--- src/rtl/wb_sram_banks.sv ---
// wb_sram_banks: Wishbone slave onto NUM_BANKS single-port SRAMs; define WB_SRAM_BANKS_ERR_EN to add wbs_err_o
module wb_sram_banks #(
  parameter int          NUM_BANKS = 2,
  parameter int          ADDR_W    = 9,
  parameter int          DATA_W    = 32,
  parameter logic [31:0] BASE_ADDR = 32'h3000_0000,
  parameter int          READ_LAT  = 1
) (
  input  logic                        clk_i,
  input  logic                        rst_i,
  input  logic                        wbs_cyc_i,
  input  logic                        wbs_stb_i,
  input  logic                        wbs_we_i,
  input  logic [3:0]                  wbs_sel_i,
  input  logic [31:0]                 wbs_adr_i,
  input  logic [DATA_W-1:0]           wbs_dat_i,
  output logic                        wbs_ack_o,
`ifdef WB_SRAM_BANKS_ERR_EN
  output logic                        wbs_err_o,
`endif
  output logic [DATA_W-1:0]           wbs_dat_o,
  output logic [NUM_BANKS-1:0]        o_csb,
  output logic                        o_web,
  output logic [3:0]                  o_wmask,
  output logic [ADDR_W-1:0]           o_addr,
  output logic [DATA_W-1:0]           o_din,
  input  logic [NUM_BANKS*DATA_W-1:0] i_dout
);
  localparam int BW = $clog2(NUM_BANKS);
  localparam int BI = BW > 0 ? BW : 1;
  localparam int HI = ADDR_W + 2 + BW;
  typedef enum logic [1:0] {IDLE, ACCESS, WAIT, ACK} state_t;
  state_t state_q, state_d;
  logic [NUM_BANKS-1:0] csb_q, csb_d;
  logic web_q, web_d, ack_q, ack_d;
  logic [3:0] wmask_q, wmask_d;
  logic [ADDR_W-1:0] addr_q, addr_d;
  logic [DATA_W-1:0] din_q, din_d, dat_q, dat_d;
  logic [BI-1:0] bank_q, bank_d, bank;
  logic [1:0] cnt_q, cnt_d;
  logic hit, bad;
  assign bank = BI'((wbs_adr_i >> (ADDR_W + 2)) & 32'(NUM_BANKS - 1));
  assign hit  = (wbs_adr_i >> HI) == (BASE_ADDR >> HI);
`ifdef WB_SRAM_BANKS_ERR_EN
  logic err_q, err_d;
  assign bad       = !hit || (!wbs_we_i && wbs_sel_i == 4'h0);
  assign wbs_err_o = err_q;
`else
  assign bad = !hit;
`endif
  // Next state: strobe one SRAM cycle, then either ack a write or count down the read latency
  always_comb begin
    state_d = state_q;
    csb_d   = '1;
    web_d   = 1'b1;
    wmask_d = wmask_q;
    addr_d  = addr_q;
    din_d   = din_q;
    dat_d   = dat_q;
    bank_d  = bank_q;
    cnt_d   = cnt_q;
    ack_d   = 1'b0;
`ifdef WB_SRAM_BANKS_ERR_EN
    err_d   = 1'b0;
`endif
    case (state_q)
      IDLE: if (wbs_cyc_i && wbs_stb_i && !ack_q) begin
        state_d = bad ? ACK : ACCESS;
        if (bad) begin
          dat_d = '0;
`ifdef WB_SRAM_BANKS_ERR_EN
          err_d = 1'b1;
`else
          ack_d = 1'b1;
`endif
        end else begin
          addr_d      = wbs_adr_i[ADDR_W+1:2];
          din_d       = wbs_dat_i;
          wmask_d     = wbs_we_i ? wbs_sel_i : 4'h0;
          web_d       = !wbs_we_i;
          csb_d[bank] = 1'b0;
          bank_d      = bank;
        end
      end
      ACCESS: begin
        state_d = !wbs_cyc_i ? IDLE : !web_q ? ACK : WAIT;
        ack_d   = wbs_cyc_i && !web_q;
        cnt_d   = 2'(READ_LAT - 1);
      end
      WAIT: begin
        state_d = !wbs_cyc_i ? IDLE : cnt_q == 2'd0 ? ACK : WAIT;
        ack_d   = wbs_cyc_i && cnt_q == 2'd0;
        dat_d   = ack_d ? i_dout[bank_q*DATA_W +: DATA_W] : dat_q;
        cnt_d   = cnt_q - 2'd1;
      end
      ACK: state_d = IDLE;
      default: state_d = IDLE;
    endcase
  end
  // State and registered outputs, cleared asynchronously
  always_ff @(posedge clk_i or posedge rst_i) begin
    if (rst_i) begin
      state_q <= IDLE;
      csb_q   <= '1;
      web_q   <= 1'b1;
      wmask_q <= '0;
      addr_q  <= '0;
      din_q   <= '0;
      dat_q   <= '0;
      bank_q  <= '0;
      cnt_q   <= '0;
      ack_q   <= 1'b0;
`ifdef WB_SRAM_BANKS_ERR_EN
      err_q   <= 1'b0;
`endif
    end else begin
      state_q <= state_d;
      csb_q   <= csb_d;
      web_q   <= web_d;
      wmask_q <= wmask_d;
      addr_q  <= addr_d;
      din_q   <= din_d;
      dat_q   <= dat_d;
      bank_q  <= bank_d;
      cnt_q   <= cnt_d;
      ack_q   <= ack_d;
`ifdef WB_SRAM_BANKS_ERR_EN
      err_q   <= err_d;
`endif
    end
  end
  assign o_csb     = csb_q;
  assign o_web     = web_q;
  assign o_wmask   = wmask_q;
  assign o_addr    = addr_q;
  assign o_din     = din_q;
  assign wbs_ack_o = ack_q;
  assign wbs_dat_o = dat_q;
endmodule

--- config.mk ---
export PLATFORM = sky130hd
export DESIGN_NAME = wb_sram_banks
export DESIGN_NICKNAME = d
export VERILOG_FILES = /design/src/rtl/wb_sram_banks.sv
export SDC_FILE = /design/constraint.sdc
export NUM_CORES = 1
export LEC_CHECK = 0
export ABC_AREA = 1
export CORE_MARGIN = 2
export CORE_UTILIZATION = 35
export CTS_CLUSTER_SIZE = 8
export DETAILED_ROUTE_END_ITERATION = 10
export PLACE_DENSITY = 0.84
export SLEW_MARGIN = 20
export SYNTH_ARGS = -nofsm -noshare
export SYNTH_HDL_FRONTEND = slang
export SYNTH_SLANG_ARGS = --single-unit
--- constraint.sdc ---
create_clock -name clk_i -period 3.5 [get_ports clk_i]
set_clock_uncertainty 0.1 [all_clocks]
set_input_delay 0.525 -clock clk_i [delete_from_list [all_inputs] [get_ports clk_i]]
set_output_delay 0.525 -clock clk_i [all_outputs]
set_load 0.02 [all_outputs]
* After elaboration in Yosys (flattened, before gate mapping)
Cells that the tools add are included.
Word-level totals: output and inout port bits 81, flip-flop bits (word level) 86, input bits 137
Cells by class: magnitude comparators 2, equal/unequal tests 7, shifts and indexed selects 1, reduce and logical (&&, ||, !) cells 14, add/subtract/negate cells 1, mux-type cells 24, bitwise logic cells 1
Operator list (count):
- $mux W32 | 3
- $pmux W32 S2 | 1
- $shiftx A64 B7 Y32 | 1
- $eq A20 B18 Y1 const B | 1
- $mux W2 | 7
- $mux W1 | 8
- $pmux W2 S4 | 1
- $ne A2 B2 Y1 const B | 3
- $logic_and A1 B1 Y1 | 5
- $eq A2 B2 Y1 const B | 2
- $logic_not A2 Y1 | 2
- $mux W4 | 1
- $pmux W2 S2 | 1
- $reduce_and A4 Y1 | 1
- $reduce_bool A2 Y1 | 2
- $logic_not A1 Y1 | 3
- $pmux W1 S3 | 1
- $reduce_and A3 Y1 | 1
- $eq A2 B1 Y1 const B | 1
- $lt A1 B2 Y1 const B | 1
- $not A2 Y2 | 1
- $sub A2 B1 Y2 const B | 1
- $demux W1 S1 | 1
- $ge A1 B1 Y1 const B | 1

* Longest topological paths before layout
word-level depth 8, gate-level depth with buffers 11, gate-level depth less buffers 9

* Worst setup path before layout
OpenSTA, ideal clock, no wires.
kind register to register, start point register state_q[0], end point register dat_q[0] (netlist: wbs_dat_o[0]), path slack 1833 ps, path buffers 2, period minus slack after synthesis 1667 ps, arrival 1450 ps, stages on the path, launching flop included 12, cells stage by stage dfrtp_1 > inv_1 > ha_1 > buf_2 > nand3_1 > o21ai_0 > nand2_1 > inv_1 > nand2_1 > buf_4 > nand2_1 > nand2_1
On the way: cells in the longest elaborated chain, start to end 3, elaborated cells on any way between the ends 8, those cells by class eq/ne (4); mux (1); reduce/logical (3)
RTL lines:
- from (decl) | line 33 | state_t state_q, state_d;
- from (signal assigned) | line 117 | state_q <= state_d;
- $eq A2 B2 Y1 / $logic_not A2 Y1 (equally long branches) | line 66 | case (state_q)
- $ne A2 B2 Y1 (no line) / $reduce_bool A2 Y1 (equally long branches)
- $reduce_and A4 Y1 (no line)
- to (signal assigned) | line 123 | dat_q <= dat_d;
- to (decl) | line 38 | logic [DATA_W-1:0] din_q, din_d, dat_q, dat_d;
Several ways; a longest one is shown, not always the timed one. A chain may end at the register's enable or synchronous reset.

* Final worst setup path
start point register state_q[0], end point register dat_q[12] (netlist: wbs_dat_o[12])
Same word-level chain as after synthesis.

==> impl_metrics.ini <==
[status]
outcome = complete, no violations

[timing]
fmaxAchievable_mhz = 426
finalHoldViolCount = 0
fin_hold_ws_ps = 370
setup_viol = 0
tightest_slew_ps = 1010
setup_tns_ps = 0
fin_crit_sh_pct = 67.1
slew_headroom_pct = 32.6
rsz0062_at_grt = false
period_minus_slack_ps = 2350
drv_slew = 0

[detailed_routing]
drt_iter0_markers = 254
drt.antenna.violating_nets = 0
drc = 0
avgViaCountPerCell = 4.72
firstDrtPassIters = 5
wirelength_um = 11900
via_count = 4018
drt-wirelength-per-cell_um = 13.9

[critical_path]
rr_startpoint = state_q[0]$_DFFE_PP0N_
worstSetupPathType = flop to flop
cp.required_ps = 3610
startpoint = state_q[0]$_DFFE_PP0N_
cp_max_fo = 37
worst_setup_path_end_kind = flop
arrival_ps = 2460
startpoint_type = flop

[synth]
syn_inst = 502
synth_area_leaders = dfrtp_1 (52%), nand2_1 (20%), nor2_1 (6.9%), o21ai_0 (4.4%), nand3_1 (4.3%)
ys_seq_area_share_pct = 54.1
syn-mean-instance-area_sq_um = 7.94
synth_seq_cells = 86
synth_fp_nets = 644
yosysTopAreaCell = dfrtp_1
syn_area_sq_mm = 0.00398
yosys.cell_types.count = 23
yosysWarnings = 0
yosysTopAreaCellShare_pct = 52.1

[pwr]
ir_worst_vdd_mv = 0.288
swShare_pct = 35.1
p_total_w = 0.00340
p_comb_share_pct = 37.2
p_per_area_mw_per_mm2 = 523
internal-power_w = 0.00221
p_leak_nw = 3.10
switching_power_w = 0.00119
seqPwrFrac_pct = 36.4
clockPowerShare_pct = 26.4

[grt]
grt_max_degree = 47
grt_pass1_wl_um = 20000
globalRouteOverflowTotal = 0
globalRouteTotalUtil_pct = 19.7
first_global_vias = 4089
grt_antenna_before_repair = 0

[floorplan]
die_area_sq_mm = 0.0123
core_area_sq_mm = 0.0110
num_io_pins = 218
die_y_um = 111
die_w_um = 111
rows = 38
initial_core_util_pct = 36.3

[clock_tree]
clkLatencyLatePin_ps = 330
htree_levels = 3
cts_buffer_depth = 2
cts_buffers = 9
cts_tree = yes
cts_setup_buffers = 0
root_buffer = clkbuf_16
holdBufCountCts = 0
cts_resized = 0
cts.sink_count = 86
clk_pin_slew_ps = 60

[final_layout]
final_core_util_pct = 59.1
syn_to_final_growth_pct = 62.9
drive_gt1_share_pct = 4.92
nFillCells = 1010
fin_area_sq_mm = 0.00649
layout.nets = 849
diodes = 0
final_common_cell = clkdlybuf4s50_1
layout_common_cells = clkdlybuf4s50_1 (215), nand2_1 (210), dfrtp_1 (83), nor2_1 (73), o21ai_0 (35)

[placed_design]
place.gp.congestion = 0.833
hpwl_um = 8860
portBuffers = 215
placed_cell_area_sq_mm = 0.00621

[min_path]
hold_start = wbs_dat_o[11]$_DFFE_PP0P_
hold_path_class = flop to flop

[job]
maxCapViolations = 0
## layout make-up
class | instances | area [sq um] | area share, %
clock inverter | 6 | 43.8 | 0.675
multi-input combinational | 375 | 1610 | 24.8
sequential | 86 | 2160 | 33.2
timing repair buffer | 222 | 2220 | 34.2
clock buffer | 10 | 239 | 3.68
inverter | 13 | 50.0 | 0.771
tap | 140 | 175 | 2.70
## critical path: stages, from the launching register on
cell and delay (ps):
dfrtp_1 410, inv_1 100, ha_1 140, buf_4 300, nand3_1 140, o21ai_0 100
nand2_1 80, inv_1 50, buf_4 310, nand2_1 90, buf_4 250, nand2_1 100
nand2_1 50
## through the flow
stage	worst slack (ps)	instances
3_3_place_gp	1020	836
4_1_cts	1150	852
2_1_floorplan	658	502
6_report	1150	852
3_5_place_dp	955	836
5_1_grt	890	852
## Yosys cell counts
cell type,count
a21oi_1,1
buf_1,3
buf_2,4
buf_4,8
buf_6,4
clkbuf_1,9
dfrtp_1,83
dfstp_2,3
ha_1,5
inv_1,11
inv_2,2
nand2_1,210
nand3_1,34
nand3b_1,3
nand4_1,4
nand4_2,2
nor2_1,73
nor2_2,2
nor2_4,1
nor3_2,1
o211ai_1,2
o21ai_0,35
o22ai_1,2
## cells by family after synthesis
family | count (synthesis) | synth area share [%]
simple gates | 330 | 33.6
flops | 86 | 54.1
buf+inv | 41 | 5.50
compound gates | 40 | 5.21
fa+ha+maj | 5 | 1.57
## per-layer routing
| layer | up-vias | share of wire [%] | global-route usage [%] |
|---|---|---|---|
| met5 | - | 0 | 0 |
| met4 | 0 | 2.7 | 8.42 |
| met3 | 25 | 4.2 | 3.34 |
| met2 | 127 | 52 | 34.8 |
| met1 | 1869 | 42 | 23.6 |
| li1 | 1997 | - | - |
## flip-flops by register name, summed over array words and instances (netlist names)
name and cells:
o_din 32, cnt_q 2, wbs_ack_o 1, o_addr 9
o_csb 2, o_web 1, bank_q 1, state_q 2
wbs_dat_o 32, o_wmask 4
## power by group through the flow
stage,sequential (W),combinational (W),clock (W)
final,0.00124,0.00126,0.000897
after global routing,0.00126,0.00138,0.000961
after global placement,0.00125,0.00123,0
after CTS,0.00124,0.00127,0.000923
after detailed placement,0.00125,0.00127,0
after floorplan,0.00142,0.000527,0
## worst paths after layout
check                           slack [ps]                   endpoint  depth (start not counted)
worst min register to register         370  wbs_dat_o[11]$_DFFE_PP0P_                          2
max in group asynchronous             2040         o_csb[0]$_DFF_PP1_                          3
worst max register to register        1150  wbs_dat_o[12]$_DFFE_PP0P_                         12
worst max-delay path                  1150  wbs_dat_o[12]$_DFFE_PP0P_                         12
min in group asynchronous              510  wbs_dat_o[15]$_DFFE_PP0P_                          2
worst min-delay path                   370  wbs_dat_o[11]$_DFFE_PP0P_                          2
No activity file was read; power rests on OpenSTA's default activity.
